<file path="config.mk">
export PLATFORM = sky130hd
export DESIGN_NAME = fifo_burst_rd_flat
export DESIGN_NICKNAME = d
export VERILOG_FILES = /design/src/rtl/fifo_burst_rd_pkg.sv /design/src/rtl/fifo_burst_rd_if.sv /design/src/rtl/fifo_out_buf.sv /design/src/rtl/fifo_burst_rd.sv /design/src/flat_wrapper.sv
export SDC_FILE = /design/constraint.sdc
export NUM_CORES = 1
export LEC_CHECK = 0
export CAP_MARGIN = 20
export CORE_MARGIN = 2
export CORE_UTILIZATION = 45
export DETAILED_ROUTE_END_ITERATION = 10
export PLACE_DENSITY = 0.71
export RECOVER_POWER = 25
export SLEW_MARGIN = 0
export SYNTH_ARGS = -nofsm -noshare
export SYNTH_HDL_FRONTEND = slang
export SYNTH_HIERARCHICAL = 1
export SYNTH_SLANG_ARGS = --single-unit
</file>
<file path="constraint.sdc">
create_clock -name clk -period 3.1 [get_ports clk]
set_input_delay 0.465 -clock clk [delete_from_list [all_inputs] [get_ports clk]]
set_output_delay 0.465 -clock clk [all_outputs]
set_load 0.03 [all_outputs]
</file>
<file path="src/rtl/fifo_burst_rd_pkg.sv">
// Shared types for the FIFO burst reader.
// State encoding and counter sizing.
package fifo_burst_rd_pkg;

    typedef enum logic [1:0] {
        IDLE  = 2'd0,
        BURST = 2'd1,
        DRAIN = 2'd2
    } state_t;

    function automatic int cnt_width(input int len);
        return $clog2(len + 1);
    endfunction

endpackage

</file>
<file path="src/rtl/fifo_burst_rd_if.sv">
// FIFO read side and output stream of the burst reader.
// master = reader, slave = FIFO plus stream sink.
interface fifo_burst_rd_if #(
    parameter int DBITS = 16,
    parameter int ABITS = 10
);
    logic [ABITS-1:0] fifo_num;
    logic             fifo_rdempty;
    logic [DBITS-1:0] fifo_rd_data;
    logic             fifo_rden;
    logic [DBITS-1:0] m_axis_tdata;
    logic             m_axis_tvalid;
    logic             m_axis_tready;
    logic             m_axis_tlast;
    logic             burst_active;
    logic             burst_done;

    modport master (
        input  fifo_num, fifo_rdempty,
        input  fifo_rd_data, m_axis_tready,
        output fifo_rden, m_axis_tdata,
        output m_axis_tvalid, m_axis_tlast,
        output burst_active, burst_done
    );

    modport slave (
        output fifo_num, fifo_rdempty,
        output fifo_rd_data, m_axis_tready,
        input  fifo_rden, m_axis_tdata,
        input  m_axis_tvalid, m_axis_tlast,
        input  burst_active, burst_done
    );
endinterface

</file>
<file path="src/rtl/fifo_out_buf.sv">
// Two-entry skid buffer between FIFO reads and the stream.
// d0 is always the head; d1 only holds the second word.
module fifo_out_buf #(
    parameter int DBITS = 16
) (
    input  logic             clk,
    input  logic             rst,
    input  logic             push,
    input  logic [DBITS-1:0] push_data,
    input  logic             ready,
    output logic             valid,
    output logic [DBITS-1:0] data,
    output logic [1:0]       occ
);
    logic [DBITS-1:0] d0, d1;
    logic             pop;

    assign valid = occ != 2'd0;
    assign pop   = valid & ready;
    assign data  = d0;

    always_ff @(posedge clk or posedge rst) begin
        if (rst) begin
            occ <= 2'd0;
            d0  <= '0;
            d1  <= '0;
        end else begin
            unique case (1'b1)
                push && !pop: begin
                    if (occ == 2'd0) d0 <= push_data;
                    else             d1 <= push_data;
                    occ <= occ + 2'd1;
                end
                pop && !push: begin
                    d0  <= d1;
                    occ <= occ - 2'd1;
                end
                push && pop: begin
                    if (occ == 2'd1) begin
                        d0 <= push_data;
                    end else begin
                        d0 <= d1;
                        d1 <= push_data;
                    end
                end
                default: ;
            endcase
        end
    end

    a_no_overflow: assert property (
        @(posedge clk) disable iff (rst)
        !(push && !pop && occ == 2'd2)
    );
endmodule

</file>
<file path="src/rtl/fifo_burst_rd.sv">
// Waits for the FIFO to reach a fill threshold, then streams
// exactly one burst of words out with valid/ready/last.
module fifo_burst_rd
    import fifo_burst_rd_pkg::*;
#(
    parameter int DBITS      = 16,
    parameter int ABITS      = 10,
    parameter int SHOWAHEAD  = 0,
    parameter int BURST_LEN  = 500,
    parameter int BURST_THRD = 512
) (
    input  logic            clk,
    input  logic            rst,
    fifo_burst_rd_if.master bus
);
    localparam int CW = cnt_width(BURST_LEN);
    localparam logic [ABITS-1:0] THRD = ABITS'(BURST_THRD);
    localparam logic [CW-1:0]    LEN  = CW'(BURST_LEN);
    localparam logic [CW-1:0]    LAST = CW'(BURST_LEN - 1);

    if (BURST_LEN < 1 || BURST_THRD < BURST_LEN ||
        BURST_THRD > (1 << ABITS) - 1) begin : g_bad_cfg
        $error("fifo_burst_rd: illegal BURST_LEN/BURST_THRD");
    end

    state_t        state, state_nx;
    logic [CW-1:0] rd_left, beat_cnt;
    logic [1:0]    occ;
    logic [2:0]    level;
    logic          inflight, pop, rden, push;
    logic          start, last_hs;

    assign pop     = bus.m_axis_tvalid & bus.m_axis_tready;
    // words held or on their way, after this cycle's pop leaves
    assign level   = {1'b0, occ} + {2'b0, inflight} - {2'b0, pop};
    assign rden    = (state == BURST) && (rd_left != '0) &&
                     !bus.fifo_rdempty && (level < 3'd2);
    assign start   = (state == IDLE) && (bus.fifo_num >= THRD);
    assign last_hs = pop & bus.m_axis_tlast;

    assign bus.fifo_rden    = rden;
    assign bus.m_axis_tlast = bus.m_axis_tvalid && (beat_cnt == LAST);
    assign bus.burst_active = state != IDLE;

    always_ff @(posedge clk or posedge rst) begin
        if (rst) state <= IDLE;
        else     state <= state_nx;
    end

    always_comb begin
        state_nx = state;
        unique case (state)
            IDLE:    if (start) state_nx = BURST;
            BURST:   if (rden && rd_left == CW'(1)) state_nx = DRAIN;
            DRAIN:   if (last_hs) state_nx = IDLE;
            default: state_nx = IDLE;
        endcase
    end

    always_ff @(posedge clk or posedge rst) begin
        if (rst) begin
            rd_left        <= '0;
            beat_cnt       <= '0;
            bus.burst_done <= 1'b0;
        end else begin
            bus.burst_done <= last_hs;
            if (start) begin
                rd_left  <= LEN;
                beat_cnt <= '0;
            end else begin
                if (rden)         rd_left  <= rd_left - CW'(1);
                if (last_hs)      beat_cnt <= '0;
                else if (pop)     beat_cnt <= beat_cnt + CW'(1);
            end
        end
    end

    if (SHOWAHEAD != 0) begin : g_showahead
        assign inflight = 1'b0;
        assign push     = rden;
    end else begin : g_latency
        always_ff @(posedge clk or posedge rst) begin
            if (rst) inflight <= 1'b0;
            else     inflight <= rden;
        end
        assign push = inflight;
    end

    fifo_out_buf #(
        .DBITS(DBITS)
    ) u_buf (
        .clk      (clk),
        .rst      (rst),
        .push     (push),
        .push_data(bus.fifo_rd_data),
        .ready    (bus.m_axis_tready),
        .valid    (bus.m_axis_tvalid),
        .data     (bus.m_axis_tdata),
        .occ      (occ)
    );
endmodule

</file>
<file path="src/flat_wrapper.sv">
// flat-port wrapper written by rule: the top's interface ports become plain ports
module fifo_burst_rd_flat import fifo_burst_rd_pkg::*;
#(
    parameter int DBITS      = 16,
    parameter int ABITS      = 10,
    parameter int SHOWAHEAD  = 0,
    parameter int BURST_LEN  = 500,
    parameter int BURST_THRD = 512
)
  (clk, rst, bus_fifo_num, bus_fifo_rdempty, bus_fifo_rd_data, bus_m_axis_tready, bus_fifo_rden, bus_m_axis_tdata, bus_m_axis_tvalid, bus_m_axis_tlast, bus_burst_active, bus_burst_done);
  fifo_burst_rd_if #(.DBITS(DBITS), .ABITS(ABITS)) bus_i ();
  input  logic clk;
  input  logic rst;
  input wire logic [$bits(bus_i.fifo_num)-1:0] bus_fifo_num;
  input wire logic [$bits(bus_i.fifo_rdempty)-1:0] bus_fifo_rdempty;
  input wire logic [$bits(bus_i.fifo_rd_data)-1:0] bus_fifo_rd_data;
  input wire logic [$bits(bus_i.m_axis_tready)-1:0] bus_m_axis_tready;
  output wire logic [$bits(bus_i.fifo_rden)-1:0] bus_fifo_rden;
  output wire logic [$bits(bus_i.m_axis_tdata)-1:0] bus_m_axis_tdata;
  output wire logic [$bits(bus_i.m_axis_tvalid)-1:0] bus_m_axis_tvalid;
  output wire logic [$bits(bus_i.m_axis_tlast)-1:0] bus_m_axis_tlast;
  output wire logic [$bits(bus_i.burst_active)-1:0] bus_burst_active;
  output wire logic [$bits(bus_i.burst_done)-1:0] bus_burst_done;
  assign bus_i.fifo_num = bus_fifo_num;
  assign bus_i.fifo_rdempty = bus_fifo_rdempty;
  assign bus_i.fifo_rd_data = bus_fifo_rd_data;
  assign bus_i.m_axis_tready = bus_m_axis_tready;
  assign bus_fifo_rden = bus_i.fifo_rden;
  assign bus_m_axis_tdata = bus_i.m_axis_tdata;
  assign bus_m_axis_tvalid = bus_i.m_axis_tvalid;
  assign bus_m_axis_tlast = bus_i.m_axis_tlast;
  assign bus_burst_active = bus_i.burst_active;
  assign bus_burst_done = bus_i.burst_done;
  fifo_burst_rd #(.DBITS(DBITS), .ABITS(ABITS), .SHOWAHEAD(SHOWAHEAD), .BURST_LEN(BURST_LEN), .BURST_THRD(BURST_THRD)) u_core (.clk(clk), .rst(rst), .bus(bus_i));
endmodule
</file>
==> flow_summary_export.csv <==
group,metric,value,unit
sta,finalHoldViolCount,0,
layout,antenna_cells,0,
floorplan,core.rowCount,29,
cts,cts_tree,"built",
synth,avgSynthCellArea,10.2,um2
grt,antenna_found_initial,0,
outcome,violations,"max-capacitance violations, max-slew violations",
setup_path,path_buf_inv,5,
setup_path,cp-end-kind,"primary output",
layout,syn2layout_area_growth,25.5,%
synth,muxShareOfSynthArea,8.50,%
sta,max_clock_freq,329,MHz
cts,clock_latency,310,ps
grt,grt_usage,17.6,%
power,power_frac_comb,9.9,%
route,drc,0,
sta,skew,7.52,ps
grt,grt_pass1_vias,2246,
placed_design,preCtsSetupSlack,-39.5,ps
power,power.density,357,mW/mm2
setup_path,path_class,"reg -> out",
synth,synth_area_leaders,"dfrtp_1, o21ai_0, ha_1, mux2_4, a31oi_1",
setup_path,worst_path_largest_cell_delay,530,ps
route,wl_per_cell,14.6,um
floorplan,die_h,84.7,um
floorplan,initial_core_util,46.4,%
cts,cts_hold_buf,0,
synth,synth_top_family_by_area,"simple AND/OR/NAND/NOR gates",
sta,setup_viol,0,
synth,synthDistinctLibCells,46,
sta,timing.slew.headroom,-23.0,%
setup_path,startpoint_type,"register",
setup_path,crit_slowest_cell,"fa_1",
sta,worst_pin_slew,1840,ps
power,p_clk_share,32.3,%
outcome,status,"finished, violations left",
synth,synth_edf_count,0,
power,p_seq_share,57.8,%
grt,grt_max_degree,35,
floorplan,pin_count,51,
grt,overflow,0,
cts,clock_path_buffers,2,
cts,cts_buffers,5,
sta,setup_tns,0,ps
route,vias_per_cell,5.43,
floorplan,dieArea,0.00717,mm2
synth,synth_compound_area_share,14.3,%
synth,syn_inst,287,
floorplan,die_w,84.7,um
synth,synth_seq_cells,56,
sta,period_minus_slack,3040,ps
sta,slew_viol_final,35,
sta,rsz0062_at_grt,"yes",
setup_path,arrival,2570,ps
sta,setup_ws,61.5,ps
power,ir_drop,0.243,mV
layout,final_util,58.2,%
layout,nFillCells,559,
synth,ys_warn_count,6,
route,dr.pass1.iters,4,
power,switching_share,25.8,%
synth,yosys.area_share.adder,5.81,%
synth,yosysTopAreaCell,"dfrtp_1",
cts,htreeDepth,2,
route,ant_nets,0,
placed_design,hpwl,4.09,mm
layout,final_common_cell,"dfrtp_1",
synth,synth_xor_area_share,0.897,%
sta,period_share,98.0,%
worst_hold_path,hp-class,"reg -> reg",
setup_path,cp_top_family,"adder cells",
route,totalWireLength,6.21,mm
synth,synthSimpleGateAreaFrac,17.5,%
run,cap_violations,1,
cts,clk_pin_slew,110,ps
cts,cts_root_buffer,"clkbuf_8",
layout,final_cell_mix,"dfrtp_1, clkdlybuf4s50_1, o21ai_0",
power,p_switching,338,uW
cts,cts.sinks,56,
power,leakage,0.00164,uW
setup_path,critPathMaxFanout,3,
power,p_int,974,uW
synth,synth_ff_type,"dfrtp_1",
placed_design,gp_congestion,0.804,
route,via_count,2303,
layout,num-nets-final,389,
floorplan,core_area,0.00631,mm2
grt,grt_pass1_wl,10.4,mm
synth,yosysTopAreaCellShare,47.9,%
synth,ys_seq_area_share,47.9,%
synth,syn-num-nets,330,
setup_path,cp_cell_sequence,"inv_2 -> ha_4 -> inv_4 -> nand2_4 -> inv_4 -> ha_4 -> nand2b_4 -> fa_1 -> and4bb_2 -> o311ai_4 -> inv_2 -> buf_6",
setup_path,required,2630,ps
synth,synthArstFlopShare,100,%
placed_design,io_buffers,41,
synth,synth_area,0.00293,mm2
layout,drive_above_1_share,19.6,%
route,drt_iter0_markers,86,
## worst paths after layout
kind | from | end | slack (ps) | cells past startpoint
hold reg to reg | u_core/beat_cnt[8]$_DFFE_PP0P_ | u_core/beat_cnt[8]$_DFFE_PP0P_ | 490 | 1
hold / removal | u_core/beat_cnt[8]$_DFFE_PP0P_ | u_core/beat_cnt[8]$_DFFE_PP0P_ | 490 | 1
min in group asynchronous | rst | u_core/beat_cnt[8]$_DFFE_PP0P_ | 780 | 2
max in group asynchronous | rst | u_core/u_buf/d1[8]$_DFFE_PP0P_ | 780 | 3
setup / recovery | u_core/u_buf/occ[0]$_DFFE_PP0P_ | bus_fifo_rden | 60 | 12
setup reg to reg | u_core/u_buf/occ[0]$_DFFE_PP0P_ | u_core/rd_left[7]$_DFFE_PP0P_ | 220 | 14
## through the flow
stage / hold WS, ps / total power [uW] / cell area [um2] / cells
6_report: 490 / 1310 / 3670 / 424
5_1_grt: 520 / 1370 / 3670 / 424
4_1_cts: 491 / 1330 / 3590 / 415
3_5_place_dp: 471 / 905 / 3440 / 404
3_3_place_gp: 471 / 903 / 3440 / 404
2_1_floorplan: 442 / 837 / 2940 / 287
## synth_stat cells, types with 3 or more instances
library cell	n
nand2b_1	4
buf_2	3
mux2_2	7
ha_1	12
nor3_1	7
nand4_1	7
clkbuf_1	5
a21oi_1	5
and2_1	3
dfrtp_1	56
inv_1	15
mux2_4	10
o21ai_0	31
nand3_1	22
nor2_1	28
a31oi_1	20
nand2_1	13
## metal layers
layer | wire (um) | vias up | share of wire (%) | GRT usage, %
li1 | - | 1149 | - | -
met1 | 2900 | 1101 | 47 | 23.1
met2 | 3020 | 46 | 49 | 30.4
met3 | 223 | 7 | 3.6 | 3.74
met4 | 60 | 0 | 0.97 | 3.61
met5 | 0 | - | 0 | 0
## final cells by class
| type | count | area (um2) | share of cell area (%) |
|---|---|---|---|
| Clock buffer | 5 | 68.8 | 1.87 |
| Clock inverter | 3 | 27.5 | 0.749 |
| Inverter | 16 | 65.1 | 1.77 |
| Multi-Input combinational cell | 202 | 1430 | 38.8 |
| Sequential cell | 56 | 1400 | 38.1 |
| Tap cell | 77 | 96.3 | 2.62 |
| Timing Repair Buffer | 65 | 591 | 16.1 |
## power by group through the flow
stage               sequential, uW  clock, uW  combinational, uW
global placement               773          0                130
global route                   762        470                141
floorplan                      799          0               38.3
finish                         759        424                130
CTS                            759        442                133
detailed placement             773          0                132
## cells by family (layout without fill, tap and decap cells)
family | Yosys count | after routing
muxes | 19 | 19
xor gates and xnor gates | 3 | 3
adders and majority gates | 13 | 13
buffers and inverters | 29 | 89
and+or+nand+nor | 100 | 100
AOI/OAI and AO/OA | 67 | 67
DFF | 56 | 56
## what timing repair did
| action | 4_1_cts | 5_1_grt |
|---|---|---|
| buffers inserted | 3 | 9 |
| gates resized for setup | 7 | 5 |
| setup endpoints to repair | 1 | 1 |
| pin swaps | 1 | 2 |
## registers in the layout, indices dropped and copies added (netlist names)
register               cells
u_core/beat_cnt            9
u_core/bus.burst_done      1
u_core/inflight            1
u_core/rd_left             9
u_core/state               2
u_core/u_buf/d1           16
u_core/u_buf/data         16
u_core/u_buf/occ           2
## worst reg2reg max path, delay by kind of cell, from the launching register on
kind                     cells  cell delay, ps
flip-flops                   1             410
multiplexers                 1             220
buffers and inverters        5             400
adder cells (fa/ha/maj)      3             890
AND/OR/NAND/NOR              5             910
Power figures use the tool's default switching activity.
